File: config.mk
export PLATFORM = sky130hd
export DESIGN_NAME = mod_enc_round_ctrl
export DESIGN_NICKNAME = d
export VERILOG_FILES = /design/src/rtl/aes_ctrl_pkg.sv /design/src/rtl/mod_ctrl_timeout_cnt.sv /design/src/rtl/mod_enc_round_ctrl.sv
export SDC_FILE = /design/constraint.sdc
export NUM_CORES = 1
export LEC_CHECK = 0
export CAP_MARGIN = 30
export CORE_MARGIN = 10
export CORE_UTILIZATION = 50
export DETAILED_ROUTE_END_ITERATION = 16
export GPL_TIMING_DRIVEN = 0
export PLACE_DENSITY_LB_ADDON = 0.15
export SLEW_MARGIN = 10
export SYNTH_ARGS = -nofsm -noshare
export SYNTH_HDL_FRONTEND = slang
export SYNTH_SLANG_ARGS = --single-unit
File: constraint.sdc
create_clock -name clk -period 1.8 [get_ports clk]
set_input_delay 0.27 -clock clk [delete_from_list [all_inputs] [get_ports clk]]
set_output_delay 0.27 -clock clk [all_outputs]
set_load 0.05 [all_outputs]
File: src/rtl/aes_ctrl_pkg.sv
// Shared types and constants for the AES-256 encryption round controller.
//   round_st_t : sequencer states
//   NR_AES256  : round count for a 256-bit key (15 round keys, 0..14)
//   RND_W      : width of the round / key-index buses
package aes_ctrl_pkg;

    typedef enum logic [2:0] {
        IDLE,
        LOAD,
        KREQ,
        EXEC,
        OUT,
        ERR
    } round_st_t;

    localparam int NR_AES256 = 14;
    localparam int RND_W     = 4;

endpackage

File: src/rtl/mod_ctrl_timeout_cnt.sv
// 8-bit wait counter used to bound the key-store handshake.
//   clk     : clock, rising edge
//   rst     : asynchronous active-high reset
//   clr_i   : synchronous clear (wins over en_i)
//   en_i    : count enable
//   limit_i : number of counted cycles allowed
//   hit_o   : high while the counter sits on its last allowed value (limit_i-1)
module mod_ctrl_timeout_cnt (
    input  logic       clk,
    input  logic       rst,
    input  logic       clr_i,
    input  logic       en_i,
    input  logic [7:0] limit_i,
    output logic       hit_o
);

    logic [7:0] cnt_q, cnt_d;

    always_comb begin
        cnt_d = cnt_q;
        if (clr_i) begin
            cnt_d = '0;
        end else if (en_i) begin
            cnt_d = cnt_q + 8'd1;
        end
    end

    always_ff @(posedge clk or posedge rst) begin
        if (rst) begin
            cnt_q <= '0;
        end else begin
            cnt_q <= cnt_d;
        end
    end

    assign hit_o = (cnt_q == (limit_i - 8'd1));

endmodule

File: src/rtl/mod_enc_round_ctrl.sv
// Round sequencer for the AES-256 encryption datapath.
// Loads the plaintext, then for each round 0..NR fetches the round key via a
// req/ack handshake and runs ROUND_LAT datapath cycles, strobing st_en on the
// last one. The ciphertext is then presented with a valid/ready handshake.
//   clk, resetn          : clock; asynchronous active-high reset
//   start, abort         : block start (IDLE only) / cancel (any busy state)
//   ready_o              : controller idle
//   ld_state, st_en      : state-register load / capture strobes
//   sub_bypass, mix_bypass, round : datapath round controls
//   key_req, key_idx, key_ack     : key-store handshake
//   out_valid, out_rdy, done      : ciphertext handshake and completion pulse
//   err                  : sticky key-timeout flag
module mod_enc_round_ctrl
    import aes_ctrl_pkg::*;
#(
    parameter int NR        = NR_AES256,
    parameter int ROUND_LAT = 1,
    parameter int KEY_TO    = 15
) (
    input  logic             clk,
    input  logic             resetn,
    input  logic             start,
    input  logic             abort,
    output logic             ready_o,
    output logic             ld_state,
    output logic             st_en,
    output logic             sub_bypass,
    output logic             mix_bypass,
    output logic [RND_W-1:0] round,
    output logic             key_req,
    output logic [RND_W-1:0] key_idx,
    input  logic             key_ack,
    output logic             out_valid,
    input  logic             out_rdy,
    output logic             done,
    output logic             err
);

    localparam logic [RND_W-1:0] RND_LAST = RND_W'(NR);
    localparam logic [1:0]       LAT_LAST = 2'(ROUND_LAT - 1);
    localparam logic [7:0]       TO_LIM   = 8'(KEY_TO);

    round_st_t        state_q, state_d;
    logic [RND_W-1:0] round_q, round_d;
    logic [1:0]       lat_q, lat_d;
    logic             err_q, err_d;
    logic             to_clr, to_en, to_hit;
    logic             lat_last;
    logic             busy;

    assign lat_last = (lat_q == LAT_LAST);
    assign busy     = (state_q != IDLE);

    mod_ctrl_timeout_cnt u_to_cnt (
        .clk     (clk),
        .rst     (resetn),
        .clr_i   (to_clr),
        .en_i    (to_en),
        .limit_i (TO_LIM),
        .hit_o   (to_hit)
    );

    always_comb begin
        state_d = state_q;
        round_d = round_q;
        lat_d   = lat_q;
        err_d   = err_q;
        to_clr  = 1'b1;
        to_en   = 1'b0;

        unique case (state_q)
            IDLE: begin
                if (start && !abort) begin
                    state_d = LOAD;
                    round_d = '0;
                    err_d   = 1'b0;
                end
            end
            LOAD: begin
                state_d = KREQ;
            end
            KREQ: begin
                to_clr = key_ack;
                to_en  = 1'b1;
                if (key_ack) begin
                    state_d = EXEC;
                    lat_d   = '0;
                end else if (to_hit) begin
                    state_d = ERR;
                    err_d   = 1'b1;
                end
            end
            EXEC: begin
                if (lat_last) begin
                    lat_d = '0;
                    if (round_q == RND_LAST) begin
                        state_d = OUT;
                    end else begin
                        round_d = round_q + RND_W'(1);
                        state_d = KREQ;
                    end
                end else begin
                    lat_d = lat_q + 2'd1;
                end
            end
            OUT: begin
                if (out_rdy) begin
                    state_d = IDLE;
                    round_d = '0;
                end
            end
            ERR: begin
                state_d = IDLE;
                round_d = '0;
            end
            default: begin
                state_d = IDLE;
                round_d = '0;
            end
        endcase

        // Abort overrides whatever the state decided, including a timeout
        // that would otherwise have set err on this cycle.
        if (abort && busy) begin
            state_d = IDLE;
            round_d = '0;
            lat_d   = '0;
            err_d   = err_q;
            to_clr  = 1'b1;
            to_en   = 1'b0;
        end
    end

    always_ff @(posedge clk or posedge resetn) begin
        if (resetn) begin
            state_q <= IDLE;
            round_q <= '0;
            lat_q   <= '0;
            err_q   <= 1'b0;
        end else begin
            state_q <= state_d;
            round_q <= round_d;
            lat_q   <= lat_d;
            err_q   <= err_d;
        end
    end

    // Outputs come from registered state. abort is the one input allowed to
    // suppress them in the same cycle so an aborted block never emits a
    // capture, a key request or a ciphertext; done follows out_rdy directly.
    assign ready_o    = (state_q == IDLE);
    assign ld_state   = (state_q == LOAD);
    assign key_req    = (state_q == KREQ) && !abort;
    assign key_idx    = round_q;
    assign round      = round_q;
    assign st_en      = (state_q == EXEC) && lat_last && !abort;
    assign sub_bypass = (state_q == EXEC) && (round_q == '0);
    assign mix_bypass = (state_q == EXEC) && (round_q == RND_LAST);
    assign out_valid  = (state_q == OUT) && !abort;
    assign done       = out_valid && out_rdy;
    assign err        = err_q;

endmodule

# Word-level counts from Yosys, hierarchy flattened
# Cells that the tools add are included.
[op_classes] n_addsub=3 multipliers=0 div_mod_pow=0 n_lt_le_gt_ge=0 n_eq_ne=16 n_shift=0 mux=28 bitwise_logic=1 reduce_logical=22
[ops] cell="2-to-1 mux 3 bit" count=7
[ops] cell="2-to-1 mux 4 bit" count=5
[ops] cell="2-to-1 mux 8 bit" count=2
[ops] cell="case mux 4 bit (4 select lines)" count=1
[ops] cell="case mux 3 bit (5 select lines)" count=1
[ops] cell="!= test 3 bit, second input constant" count=4
[ops] cell="AND reduction 5 bit" count=2
[ops] cell="logical AND 1 bit" count=9
[ops] cell="adder 8 x 1 -> 8 bit, second input constant" count=1
[ops] cell="equality test 8 x 4 -> 1 bit, second input constant" count=1
[ops] cell="2-to-1 mux 1 bit" count=7
[ops] cell="equality test 3 x 2 -> 1 bit, second input constant" count=2
[ops] cell="2-to-1 mux 2 bit" count=3
[ops] cell="nonzero test 3 bit" count=2
[ops] cell="adder 4 x 1 -> 4 bit, second input constant" count=1
[ops] cell="equality test 4 bit, second input constant" count=1
[ops] cell="logical NOT 4 bit" count=1
[ops] cell="!= test 2 x 1 -> 1 bit, second input constant" count=2
[ops] cell="!= test 2 bit, second input constant" count=2
[ops] cell="!= test 4 bit, second input constant" count=1
[ops] cell="case mux 2 bit (2 select lines)" count=1
[ops] cell="AND reduction 4 bit" count=1
[ops] cell="nonzero test 2 bit" count=2
[ops] cell="equality test 3 x 1 -> 1 bit, second input constant" count=1
[ops] cell="other kinds (10)" count=10
[word_totals] regBits=18 latchBits=0 mem_bits_rw=0 mem_bits_ro=0 in_bits=6 output_inout_bits=17 n_memories=0

# Logic depth before layout (Yosys ltp)
[depth] ltp_word=5 depth_mapped=6

# Modules after synthesis
# Synthesis repeated with hierarchy kept, for this count alone.
[unflattened] cells_unflattened=182 hier_area_um2=1585.3
[by_module_without_submodules] mod="mod_enc_round_ctrl" instances=1 cells_per_inst=97 area_each_um2=855.8
[by_module_without_submodules] mod="mod_ctrl_timeout_cnt" instances=1 cells_per_inst=85 area_each_um2=729.4

# Least setup slack after synthesis
# OpenSTA, ideal clock, no wires.
[synth_timing] kind="register to output" start="reg state_q[1]" end="out done" arrival_ns=3.034 t_required_ns=1.530 path_slack_ns=-1.504 stages_incl_launch_ff=4 path_buffers=1 cell_sequence="dfrtp_1 -> clkbuf_1 -> nor4b_1 -> and2_1"
[synth_via] elab_chain_cells=3
[synth_rtl] element="start, declared" line_no="mod_enc_round_ctrl.sv:43" source="round_st_t state_q, state_d;"
[synth_rtl] element="start signal, assigned" line_no="mod_enc_round_ctrl.sv:141" source="state_q <= state_d;"
[synth_rtl] element="equality test 3 bit" line_no="mod_enc_round_ctrl.sv:159" source="assign out_valid = (state_q == OUT) && !abort;"
[synth_rtl] element="logical AND 1 bit" line_no="mod_enc_round_ctrl.sv:159"
[synth_rtl] element="net out_valid" line_no="mod_enc_round_ctrl.sv:33" source="output logic out_valid,"
[synth_rtl] element="logical AND 1 bit" line_no="mod_enc_round_ctrl.sv:160" source="assign done = out_valid && out_rdy;"
[synth_rtl] element="end, declared" line_no="mod_enc_round_ctrl.sv:35" source="output logic done,"
# The timed path passes the listed nets, and every way through them passes these cells.

# Worst setup path after layout
[layout_timing] start="in start" end="reg round_q[0] (netlist: key_idx[0])"
[layout_via] elab_chain_cells=3
[layout_rtl] element="start, declared" line_no="mod_enc_round_ctrl.sv:22" source="input logic start,"
[layout_rtl] element="logical AND 1 bit" line_no="mod_enc_round_ctrl.sv:73" source="if (start && !abort) begin"
[layout_rtl] element="!= test 3 x 1 -> 1 bit (no source line)"
[layout_rtl] element="AND reduction 5 bit (no source line)"
[layout_rtl] element="end signal, assigned" line_no="mod_enc_round_ctrl.sv:142" source="round_q <= round_d;"
[layout_rtl] element="end, declared" line_no="mod_enc_round_ctrl.sv:44" source="logic [RND_W-1:0] round_q, round_d;"
# Every way passes these cells.
# A chain may end at the register's enable or synchronous reset.

==> summary.md <==
| Metric | Value |
|---|---|
| Die area | `4642 um2` |
| Synth warn | `0` |
| Starting DRT DRC Count | `70` |
| Port Buffers | `22` |
| Clock Skew | `0.006548 ns` |
| Die X | `68.14 um` |
| HP Class | `input port to asynchronous set/reset pin` |
| H-tree depth | `1` |
| CP Max Fanout | `4` |
| Vias | `1082` |
| Final ANT Viol Nets | `0` |
| Pre-CTS WS | `-0.7738 ns` |
| Lkg Pwr | `0.7595 nW` |
| I/O pin count | `23` |
| Diodes inserted | `0` |
| Post-synth cell types | `40` |
| TritonCTS clock tree | `built` |
| Fin. Hold Viols | `0` |
| Req. time, crit path | `1.99 ns` |
| Unrepaired setup endpoints after global routing | `yes` |
| CP cell instances | `clkdlybuf4s50_1 > or3b_1 > a211o_1 > and2_4 > mux2_4` |
| Synth Register Bits | `18` |
| Vias in the first global route | `1073` |
| Status | `finished, final reports clean` |
| DP Cell Count | `181` |
| Largest net degree at the start of global routing | `19` |
| Clk slew on worst S/H paths | `0.10 ns` |
| Pwr/cell area | `548.1 nW/um2` |
| Worst path slowest cell | `clkdlybuf4s50_1` |
| Ys async rst share | `100.0%` |
| Num CTS Buffers | `3` |
| Max incr delay on CP | `0.49 ns` |
| Die height | `68.14 um` |
| Max Slew Vio Count | `0` |
| Remaining Overflow, GRT | `0` |
| DP Wirelength | `2107 um` |
| Most frequent cells in the layout | `buf_4, nor2_1, dfrtp_1` |
| Post-DR vias/cell | `5.520` |
| DRC | `0` |
| Synth top area share | `38.88%` |
| DRT Pass-1 Iters | `4` |
| VDD IR max | `0.4714 mV` |
| Syn nets | `144` |
| Avg WL per Cell | `15.39 um` |
| P&R area growth vs syn | `41.90%` |
| Antenna violations before repair | `0` |
| Register area share after synthesis | `38.88%` |
| Maximum capacitance violations | `0` |
| Post-Syn Area | `1159 um2` |
| Delay-heaviest family, CP | `simple AND/OR/NAND/NOR gates` |
| Final std cells w/o fill | `196` |
| R2r setup slk | `0.08 ns` |
| Synth area leaders | `dfrtp_1, ha_1, nor2_1, nand3_1, xor2_1` |
| Worst setup margin | `0.04933 ns` |
| Fmax | `0.5712 GHz` |
| Initial core utilization | `52.38%` |
| Final worst-path cycle share | `97.26%` |
| First-pass GRT wire length | `4892 um` |
| Cell accounting for the most synthesized area | `dfrtp_1` |
| Clk_lat worst skew | `0.29 ns` |
| WP data arrival | `1.94 ns` |
| Final wirelength | `3017 um` |
| Row count | `17` |
| Max_slew headroom | `53.10%` |
| Ys flop type | `dfrtp_1` |
| Syn avg cell area | `8.844 um2` |
| Fill count | `161` |
| Gpl congestion | `0.8942` |
| Core ar. | `2212 um2` |
| Hold-fix buffers, CTS | `0` |
| Hold WS | `0.3707 ns` |
| Commonest non-fill, non-tap cell in the layout | `buf_4` |
| Clock Sink Count | `18` |
| Root Buffer | `clkbuf_4` |
| CTS max path bufs | `2` |
| Synth Instances | `131` |
| Tightest Pin Transition | `0.7027 ns` |
| Buf+Inv Stages, Crit Path | `1` |
| Number of synthesized flops with an enable pin | `0` |
| Final nets | `182` |
| Share of layout cells above drive strength 1 | `30.36%` |
| GRT Resource Usage Total | `13.50%` |
| CP Launch Type | `input port` |
| Setup violations, final | `0` |
| Tmin final | `1.751 ns` |
| Kind of critical path | `input port to flop` |
| CP endpoint kind | `flop` |
[sequential cells by signal (all words and copies together), names as in the netlist]
register,flops
u_to_cnt.cnt_q,8
key_idx,4
state_q,3
lat_q,2
err,1
[through the flow]
step / setup TNS, ns / total power [mW] / util, % / cell area (um2)
detailed placement: -4.884 / 0.6559 / 65.84 / 1456
floorplan: -0.9651 / 0.5904 / - / 1201
global route: 0 / 0.9478 / 74.32 / 1644
global placement: -4.489 / 0.6510 / 65.84 / 1456
CTS: -0.009769 / 0.8888 / 70.02 / 1549
finish: 0 / 0.9012 / 74.32 / 1644
[final timing paths]
check,start,endpoint,cells after the start
hold / removal,resetn,u_to_cnt.cnt_q[3],2
max in group asynchronous,resetn,key_idx[1],2
min in group clk,abort,state_q[1],5
setup / recovery,start,key_idx[0],5
hold reg to reg,lat_q[1],lat_q[1],1
setup reg to reg,key_idx[1],key_idx[0],6
[cells by family after synthesis]
kind of cell,synth area share (%)
fa+ha+maj,7.559
mux,2.159
xor+xnor,5.292
compound gates,13.50
flops,38.88
simple gates,24.62
buf+inv,7.991
[Yosys cell counts (2+ instances only)]
library cell,number
a21oi_1,2
a31oi_1,2
and2_1,2
and3_1,4
buf_2,2
buf_4,4
clkbuf_1,4
dfrtp_1,18
ha_1,7
inv_1,10
nand2_1,7
nand2b_1,2
nand3_1,9
nor2_1,18
nor3_1,2
nor4_1,2
o21a_1,2
o21ai_0,2
o21ai_1,4
o22ai_1,3
xnor2_1,2
xor2_1,5
[final cells by class]
type | count | area [um2] | share of cell area (%)
multi-input cells | 93 | 710.7 | 43.23
flip-flops and latches | 18 | 452.9 | 27.55
repair buffers | 33 | 286.5 | 17.43
plain buffers | 10 | 95.09 | 5.784
inverters | 10 | 37.54 | 2.283
well taps | 28 | 35.03 | 2.131
clock buffers | 4 | 26.28 | 1.598
[timing repair]
item,CTS,global route
pin swaps,2,1
gates resized for setup,73,16
setup endpoints to repair,16,11
setup buffers,5,6
gates cloned,0,0
[report_power, final]
group	leakage [nW]	switching (mW)	total, mW	internal (mW)
registers	0.246	0.00601	0.418	0.412
logic	0.498	0.164	0.274	0.110
clock network	0.0150	0.123	0.209	0.0863
total	0.759	0.293	0.901	0.608
[routing by layer]
metal  GRT usage (%)  vias to the layer above  routed length, um  share of wire [%]
met2           23.84                       26               1529                 51
met4           6.784                        0                 34                1.1
met5               0                        -                  0                  0
met3           1.958                        4                169                5.6
met1           15.44                      528               1284                 43
li1                -                      524                  -                  -
Power figures use the tool's default switching activity.
